$ cat config.mk
export PLATFORM = sky130hd
export DESIGN_NAME = char_jump_ctl
export DESIGN_NICKNAME = d
export VERILOG_FILES = /design/src/rtl/char_jump_ctl.sv
export SDC_FILE = /design/constraint.sdc
export NUM_CORES = 1
export LEC_CHECK = 0
export ABC_AREA = 0
export BUFFER_PORTS_ARGS = -buffer_cell sky130_fd_sc_hd__buf_2
export CAP_MARGIN = 0
export CORE_MARGIN = 5
export CORE_UTILIZATION = 42
export DETAILED_ROUTE_END_ITERATION = 7
export PLACE_DENSITY_LB_ADDON = 0.12
export SETUP_SLACK_MARGIN = 0.05
export SLEW_MARGIN = 15
export SYNTH_ARGS = -nofsm -noshare
export SYNTH_HDL_FRONTEND = slang
export SYNTH_SLANG_ARGS = --single-unit
$ cat constraint.sdc
create_clock -name clk_40MHz -period 2.8 [get_ports clk_40MHz]
set_clock_uncertainty 0.1 [all_clocks]
set_input_delay 0.42 -clock clk_40MHz [delete_from_list [all_inputs] [get_ports clk_40MHz]]
set_output_delay 0.42 -clock clk_40MHz [all_outputs]
set_load 0.01 [all_outputs]
$ cat src/rtl/char_jump_ctl.sv
// Character jump/steer controller: rise/fall gravity model, one position update per movement_tick.
// Optional feature: define CHAR_DOUBLE_JUMP_EN to allow one extra jump per airborne period.
module char_jump_ctl #(
    parameter logic [10:0] X_START     = 11'd400,
    parameter logic [10:0] Y_START     = 11'd500,
    parameter logic [10:0] X_MAX       = 11'd752,
    parameter logic [10:0] Y_MAX       = 11'd568,
    parameter logic [4:0]  V0          = 5'd8,
    parameter logic [4:0]  V_MAX       = 5'd12,
    parameter logic [7:0]  GRAVITY_DIV = 8'd16,
    parameter logic [3:0]  X_STEP      = 4'd2
) (
    input  logic        clk_40MHz,
    input  logic        rst,
    input  logic        movement_tick,
    input  logic        jump_req,
    input  logic        dir_right,
    input  logic        ground_hit,
    output logic        jump_ack,
    output logic        airborne,
    output logic [10:0] xpos,
    output logic [10:0] ypos
);

    typedef enum logic [1:0] {
        IDLE = 2'd0,
        RISE = 2'd1,
        FALL = 2'd2
    } state_t;

    state_t      state;
    logic [4:0]  vel;
    logic [7:0]  grav_cnt;
    logic        pending;
`ifdef CHAR_DOUBLE_JUMP_EN
    logic        dj_used;
`endif

    logic [11:0] x_right, x_left, y_up, y_down;
    logic [10:0] x_air, y_rise;
    logic [4:0]  vel_up;
    logic        grav_wrap, land_floor, launch_req, air_launch;

    // 12-bit arithmetic exposes under/overflow (bit 11) before clamping.
    always_comb begin
        // NOTE: every combinational output is assigned on every path, so no latches are inferred.
        x_right    = 12'(xpos) + 12'(X_STEP);
        x_left     = 12'(xpos) - 12'(X_STEP);
        y_up       = 12'(ypos) - 12'(vel);
        y_down     = 12'(ypos) + 12'(vel);
        if (dir_right)
            x_air = (x_right > 12'(X_MAX)) ? X_MAX : x_right[10:0];
        else
            x_air = x_left[11] ? 11'd0 : x_left[10:0];
        y_rise     = y_up[11] ? 11'd0 : y_up[10:0];
        land_floor = (y_down >= 12'(Y_MAX));
        grav_wrap  = (grav_cnt == GRAVITY_DIV - 8'd1);
        vel_up     = (vel >= V_MAX) ? V_MAX : vel + 5'd1;
        launch_req = pending | jump_req;
`ifdef CHAR_DOUBLE_JUMP_EN
        air_launch = launch_req & ~dj_used;
`else
        air_launch = 1'b0;
`endif
    end

    always_ff @(posedge clk_40MHz) begin
        // NOTE: reset is synchronous, so it lives inside the clocked branch; state uses <= only.
        if (rst) begin
            state    <= IDLE;
            xpos     <= X_START;
            ypos     <= Y_START;
            vel      <= 5'd0;
            grav_cnt <= 8'd0;
            pending  <= 1'b0;
            jump_ack <= 1'b0;
            airborne <= 1'b0;
`ifdef CHAR_DOUBLE_JUMP_EN
            dj_used  <= 1'b0;
`endif
        end else begin
            jump_ack <= 1'b0;
            case (state)
                IDLE: begin
                    if (movement_tick && launch_req) begin
                        vel      <= V0;
                        grav_cnt <= 8'd0;
                        pending  <= 1'b0;
                        state    <= RISE;
                        airborne <= 1'b1;
                        jump_ack <= 1'b1;
                    end else if (jump_req) begin
                        pending  <= 1'b1;
                    end
                end
                default: begin
`ifdef CHAR_DOUBLE_JUMP_EN
                    if (jump_req && !dj_used)
                        pending <= 1'b1;
`else
                    pending <= 1'b0;
`endif
                    if (movement_tick) begin
                        if (air_launch) begin
                            // Mid-air relaunch replaces this tick's motion, like a ground launch.
                            vel      <= V0;
                            grav_cnt <= 8'd0;
                            pending  <= 1'b0;
                            state    <= RISE;
                            jump_ack <= 1'b1;
`ifdef CHAR_DOUBLE_JUMP_EN
                            dj_used  <= 1'b1;
`endif
                        end else begin
                            xpos     <= x_air;
                            grav_cnt <= grav_wrap ? 8'd0 : grav_cnt + 8'd1;
                            if (state == RISE) begin
                                ypos <= y_rise;
                                if (grav_wrap) begin
                                    if (vel <= 5'd1) begin
                                        vel   <= 5'd0;
                                        state <= FALL;
                                    end else begin
                                        vel   <= vel - 5'd1;
                                    end
                                end
                            end else if (ground_hit || land_floor) begin
                                // A platform hit holds ypos; reaching the floor snaps to it.
                                if (!ground_hit)
                                    ypos <= Y_MAX;
                                vel      <= 5'd0;
                                state    <= IDLE;
                                airborne <= 1'b0;
`ifdef CHAR_DOUBLE_JUMP_EN
                                dj_used  <= 1'b0;
`endif
                            end else begin
                                ypos <= y_down[10:0];
                                if (grav_wrap)
                                    vel <= vel_up;
                            end
                        end
                    end
                end
            endcase
        end
    end

endmodule
==> results of run 1 <==
## cell usage in the layout (no fill, tap or decap), types with 4 or more instances in the layout
| cell | count |
|---|---|
| a211o_1 | 5 |
| and3_1 | 5 |
| xnor2_1 | 9 |
| a31oi_1 | 7 |
| a21oi_1 | 37 |
| ha_1 | 13 |
| dfxtp_1 | 36 |
| buf_2 | 28 |
| buf_4 | 56 |
| nand4_1 | 7 |
| a211oi_1 | 6 |
| nor4_1 | 4 |
| or3_1 | 7 |
| nor2b_1 | 7 |
| o21ai_2 | 4 |
| inv_1 | 20 |
| clkbuf_8 | 5 |
| or4_1 | 4 |
| nor3b_1 | 4 |
| nand3_1 | 16 |
| a221oi_1 | 4 |
| nand2b_1 | 5 |
| nand2_1 | 30 |
| xor2_1 | 6 |
| nor3_1 | 16 |
| o21ai_0 | 32 |
| nor2_1 | 47 |
## power by group through the flow
stage | Combinational [mW] | Sequential [mW] | Clock [mW]
4_1_cts | 0.333 | 0.591 | 0.393
3_5_place_dp | 0.326 | 0.604 | 0
2_1_floorplan | 0.204 | 0.606 | 0
5_1_grt | 0.379 | 0.595 | 0.417
6_report | 0.344 | 0.591 | 0.380
3_3_place_gp | 0.324 | 0.603 | 0
## sequential cells by signal, indices dropped and copies added, names as in the netlist
signal / count
state: 2
ypos: 11
grav_cnt: 8
jump_ack: 1
vel: 5
pending: 1
xpos: 10
airborne: 1
## path summary, 6_finish.rpt
kind                       to  slack (ns)  cells past startpoint
setup / recovery       vel[2]       -0.03                     11
hold / removal        pending        0.26                      2
setup reg to reg       vel[2]       -0.03                     11
hold reg to reg   grav_cnt[7]        0.39                      2
## layer usage
layer / routed length, um / global-route usage [%]
met4: 109 / 4.79
met3: 444 / 2.80
met2: 4090 / 29.7
met1: 4460 / 26.8
met5: 0 / 0
## logic make-up (layout without fill, tap and decap cells)
family	Yosys count	after routing	share of synthesized area [%]
xor+xnor	16	16	4.37
buf+inv	52	115	6.71
compound gates	138	138	29.3
fa+ha+maj	18	18	7.49
other cells	1	1	0.117
mux	2	2	0.664
simple gates	171	171	27.0
flops	39	39	24.4
## repair_timing
item | 4_1_cts | 5_1_grt
gates cloned | 0 | 0
buffers inserted | 1 | 0
setup endpoints to repair | 11 | 20
resized for setup | 10 | 12
pin swaps | 4 | 1
## area by class of cell
class	instances	area share [%]
Multi-Input combinational cell	346	58.4
Clock inverter	1	0.127
Inverter	22	2.09
Timing Repair Buffer	85	14.5
Clock buffer	7	1.93
Sequential cell	39	19.9
Tap cell	99	3.13
==> impl_metrics.yaml, run 1 <==
status:
  status: "finished, violations left"
  violations: "setup timing"
die:
  io_pins: 30
  start_util_pct: 43.7
  dieArea_um2: 9480
  num_rows: 31
  fp.dieW_um: 97.4
  die_h_um: 97.4
  core_area_um2: 7330
logic_synthesis:
  netlist.area_leader.share_pct: 24.4
  synth_enable_flop_cells: 0
  synth_area_leaders: "dfxtp_1 24%, ha_1 6.2%, a21oi_1 5.9%"
  avgSynthCellArea_um2: 7.34
  ys_ff_latch: 39
  ys_warn_count: 0
  yosysMostFrequentCell: "nor2_1"
  yosysTopAreaCell: "dfxtp_1"
  synthFlopType: "dfxtp_1"
  netlist_instances: 437
  ys_async_sr_fraction_pct: 0
  ys_seq_area_share_pct: 24.4
  ys_types: 67
  syn_area_um2: 3210
  synth_nets: 461
  synthTopCellsByCount: "48 x nor2_1, 39 x dfxtp_1, 38 x a21oi_1"
power:
  p_seq_share_pct: 45.0
  fin_total_pwr_mw: 1.32
  p_clk_share_pct: 28.9
  p_sw_share_pct: 32.6
  leakage_nw: 1.55
  p_int_mw: 0.887
  p_comb_share_pct: 26.1
  switchingPower_mw: 0.428
  vdd_drop_max_v: 0.000192
  power_density_nw_per_um2: 333
final_layout:
  drive_above_1_share_pct: 26.0
  multi_input_area_um2: 2310
  fin_util_pct: 53.9
  nFillCells: 730
  stdcell_area_um2: 3950
  seq_area_um2: 787
  final_cells: 599
  antennaDiodeCount: 0
  syn_to_final_growth_pct: 23.3
  final_nets: 523
place:
  hpwl_um: 6650
  dpl.cell_count: 590
  place_ws_ns: -0.0400
  placed_area_um2: 3770
  gp_congestion: 0.848
  io_buffers: 28
global_routing:
  grt_usage_pct: 18.8
  grt-ovfl-total: 0
  grt_pass1_vias: 3076
  grt_pass1_wl_um: 15100
  grt_max_degree: 35
  antenna_found_initial: 0
cts:
  clock_latency_ns: 0.29
  clkSinkCount: 39
  cts_buffer_depth: 2
  hold_buffers: 0
  cts_tree: "built"
  cts_max_level: 2
  clk_pin_slew_worst_paths_ns: 0.08
  cts_buffers: 5
  cts_root_buffer: "clkbuf_8"
sta:
  rsz0062_at_grt: "true"
  worstMarginPinSlew_ns: 0.587
  drv_slew: 0
  whs_ns: 0.259
  fin_setup_tns_ns: -0.0323
  setup_viol: 3
  final_hold_viol_count: 0
  relSlewSlack_pct: 60.5
  fmax_mhz: 354
  period_needed_ns: 2.83
  fin_crit_sh_pct: 101
  layout_setup_ws_ns: -0.0272
drt:
  drtPass1Iterations: 4
  remaining_drc_errors: 0
  vias_per_cell: 5.71
  routedWlPerCell_um: 15.2
  wirelength_um: 9100
  drt_iter0_drc: 142
  ant_nets: 0
  via_count: 3421
setup_path:
  critPathLaunchType: "flip-flop"
  reg2reg_from: "vel[4]"
  critPathMaxFanout: 4
  required_ns: 2.92
  crit_path_cell_trace: "inv_1, ha_2, nor2_2, a211oi_2, a21oi_2, buf_4, o31ai_4, nand2_2, o32a_1, or4_1, o211ai_1"
  cpPeakStageDelay_ns: 0.40
  crit_buf_inv: 2
  cp-startpoint: "vel[4]"
  cp_top_family: "compound AO/OA/AOI/OAI gates"
  worstSetupPathType: "flip-flop to flip-flop"
  worstPathArrival_ns: 2.94
  slowest_stage: "or4_1"
  endpoint_kind: "flip-flop"
min_path:
  min-delay-start: "movement_tick"
  hold_class: "primary input to flip-flop"
run:
  max-cap-violations: 0
Note: power is estimated with default switching activity, not from simulation.
==> inputs of run 2 (changes only) <==
TNS_END_PERCENT = 50   (was unset)
==> run 2 against run 1 <==
The run still ends with setup timing left. Core utilization unchanged. Setup slack improved by 0.0077 ns. Final cell count unchanged. Non-clock buffer count unchanged. Critical endpoint unchanged. Flip-flop and latch count unchanged. Final area unchanged. Global-route usage unchanged. Combinational power about the same. Register-to-register slack about the same. Die area unchanged.
==> impl_metrics.yaml, run 2 (same netlist as run 1, synthesis figures left out) <==
status:
  status: "finished, violations left"
  violations: "setup timing"
final_layout:
  syn_to_final_growth_pct: 23.3
  nFillCells: 730
  final_nets: 523
  final_common_cell: "buf_4"
  reg.largest.list: "ypos (11), xpos (10), grav_cnt (8)"
  largest_reg_flops: 11
  drive_above_1_share_pct: 26.0
  antennaDiodeCount: 0
  fin_util_pct: 53.9
  mostFrequentLayoutCells: "56 x buf_4, 47 x nor2_1, 37 x a21oi_1"
  largest-register: "ypos"
power:
  p_int_mw: 0.887
  leakage_nw: 1.55
  fin_total_pwr_mw: 1.31
  vdd_drop_max_v: 0.000189
  p_seq_share_pct: 45.1
  switchingPower_mw: 0.425
  p_clk_share_pct: 28.8
  power_density_nw_per_um2: 332
  p_sw_share_pct: 32.4
  p_comb_share_pct: 26.1
cts:
  clkSinkCount: 39
  cts_max_level: 2
  hold_buffers: 0
  cts_root_buffer: "clkbuf_8"
  cts_tree: "built"
  cts_buffers: 5
  clock_latency_ns: 0.29
  cts_buffer_depth: 2
  clk_pin_slew_worst_paths_ns: 0.08
drt:
  ant_nets: 0
  remaining_drc_errors: 0
  via_count: 3418
  vias_per_cell: 5.71
  drt_iter0_drc: 143
  drtPass1Iterations: 5
  wirelength_um: 9090
  routedWlPerCell_um: 15.2
setup_path:
  required_ns: 2.92
  endpoint_kind: "flip-flop"
  r2r_cells: 11
  reg2reg_from: "vel[4]"
  cp-startpoint: "vel[4]"
  worstSetupPathType: "flip-flop to flip-flop"
  worstPathArrival_ns: 2.94
  critPathMaxFanout: 4
  critPathLaunchType: "flip-flop"
  reg2reg_slack_ns: -0.02
sta:
  period_needed_ns: 2.82
  rsz0062_at_grt: "true"
  layout_setup_ws_ns: -0.0195
  worstMarginPinSlew_ns: 0.585
  final_hold_viol_count: 0
  relSlewSlack_pct: 60.6
  drv_slew: 0
  fin_crit_sh_pct: 101
  fmax_mhz: 355
  setup_viol: 1
place:
  io_buffers: 28
  gp_congestion: 0.848
  hpwl_um: 6650
  place_ws_ns: -0.0400
min_path:
  hold_path_depth: 2
  hold_class: "primary input to flip-flop"
  min-delay-start: "movement_tick"
die:
  die_h_um: 97.4
  dieArea_um2: 9480
  num_rows: 31
  fp.dieW_um: 97.4
  io_pins: 30
  core_area_um2: 7330
  start_util_pct: 43.7
global_routing:
  grt_pass1_vias: 3076
  grt-ovfl-total: 0
  grt_pass1_wl_um: 15100
  grt_usage_pct: 18.8
  antenna_found_initial: 0
  grt_max_degree: 35
run:
  max-cap-violations: 0
-- run 2: cell counts in the layout (fill, tap and decap cells not counted) --
Identical to the previous run, type by type.
-- run 2: worst paths after layout --
kind,end
max,vel[2]
min,pending
min reg2reg,grav_cnt[7]
max reg2reg,vel[2]
-- run 2: metrics by stage --
| stage | hold WS (ns) | cell area, um^2 | TNS (ns) | cells |
|---|---|---|---|---|
| 2_1_floorplan | 0.354 | 3220 | -0.00177 | 437 |
| 3_3_place_gp | 0.375 | 3770 | -0.0455 | 590 |
| 3_5_place_dp | 0.382 | 3770 | -0.0400 | 590 |
| 4_1_cts | 0.260 | 3900 | -0.0229 | 599 |
| 5_1_grt | 0.273 | 3950 | -1.26 | 599 |
| 6_report | 0.258 | 3950 | -0.0195 | 599 |
-- run 2: area by class of cell --
class	count	area, um^2	area share (%)
well taps	99	124	3.13
clock inverters	1	5.00	0.127
flip-flops and latches	39	787	19.9
inverters	22	82.6	2.09
clock buffers	7	76.3	1.93
repair buffers	85	572	14.5
multi-input cells	346	2310	58.4
-- run 2: worst max-delay path: stages, from the launching register on --
cell      delay [ns]
dfxtp_1         0.33
inv_1           0.06
ha_2            0.39
nor2_2          0.07
a211oi_2        0.33
a21oi_2         0.13
buf_4           0.17
o31ai_4         0.26
nand2_2         0.10
o32a_1          0.30
or4_1           0.40
o211ai_1        0.09
-- run 2: routing by layer --
layer / vias up / share of wire, % / global-route usage (%)
met2: 87 / 45 / 29.7
met4: 0 / 1.2 / 4.79
met5: - / 0 / 0
li1: 1705 / - / -
met3: 12 / 5.4 / 2.80
met1: 1614 / 48 / 26.8
-- run 2: power by group through the flow --
| stage | logic [mW] | clock network (mW) | registers [mW] |
|---|---|---|---|
| 3_5_place_dp | 0.326 | 0 | 0.604 |
| 2_1_floorplan | 0.204 | 0 | 0.606 |
| 4_1_cts | 0.333 | 0.393 | 0.591 |
| 6_report | 0.343 | 0.377 | 0.592 |
| 3_3_place_gp | 0.324 | 0 | 0.603 |
| 5_1_grt | 0.379 | 0.417 | 0.595 |
-- run 2: timing repair --
action                     4_1_cts  5_1_grt
resized for setup               10       12
setup buffers                    1        0
setup endpoints to repair       11       20
pin swaps                        4        1
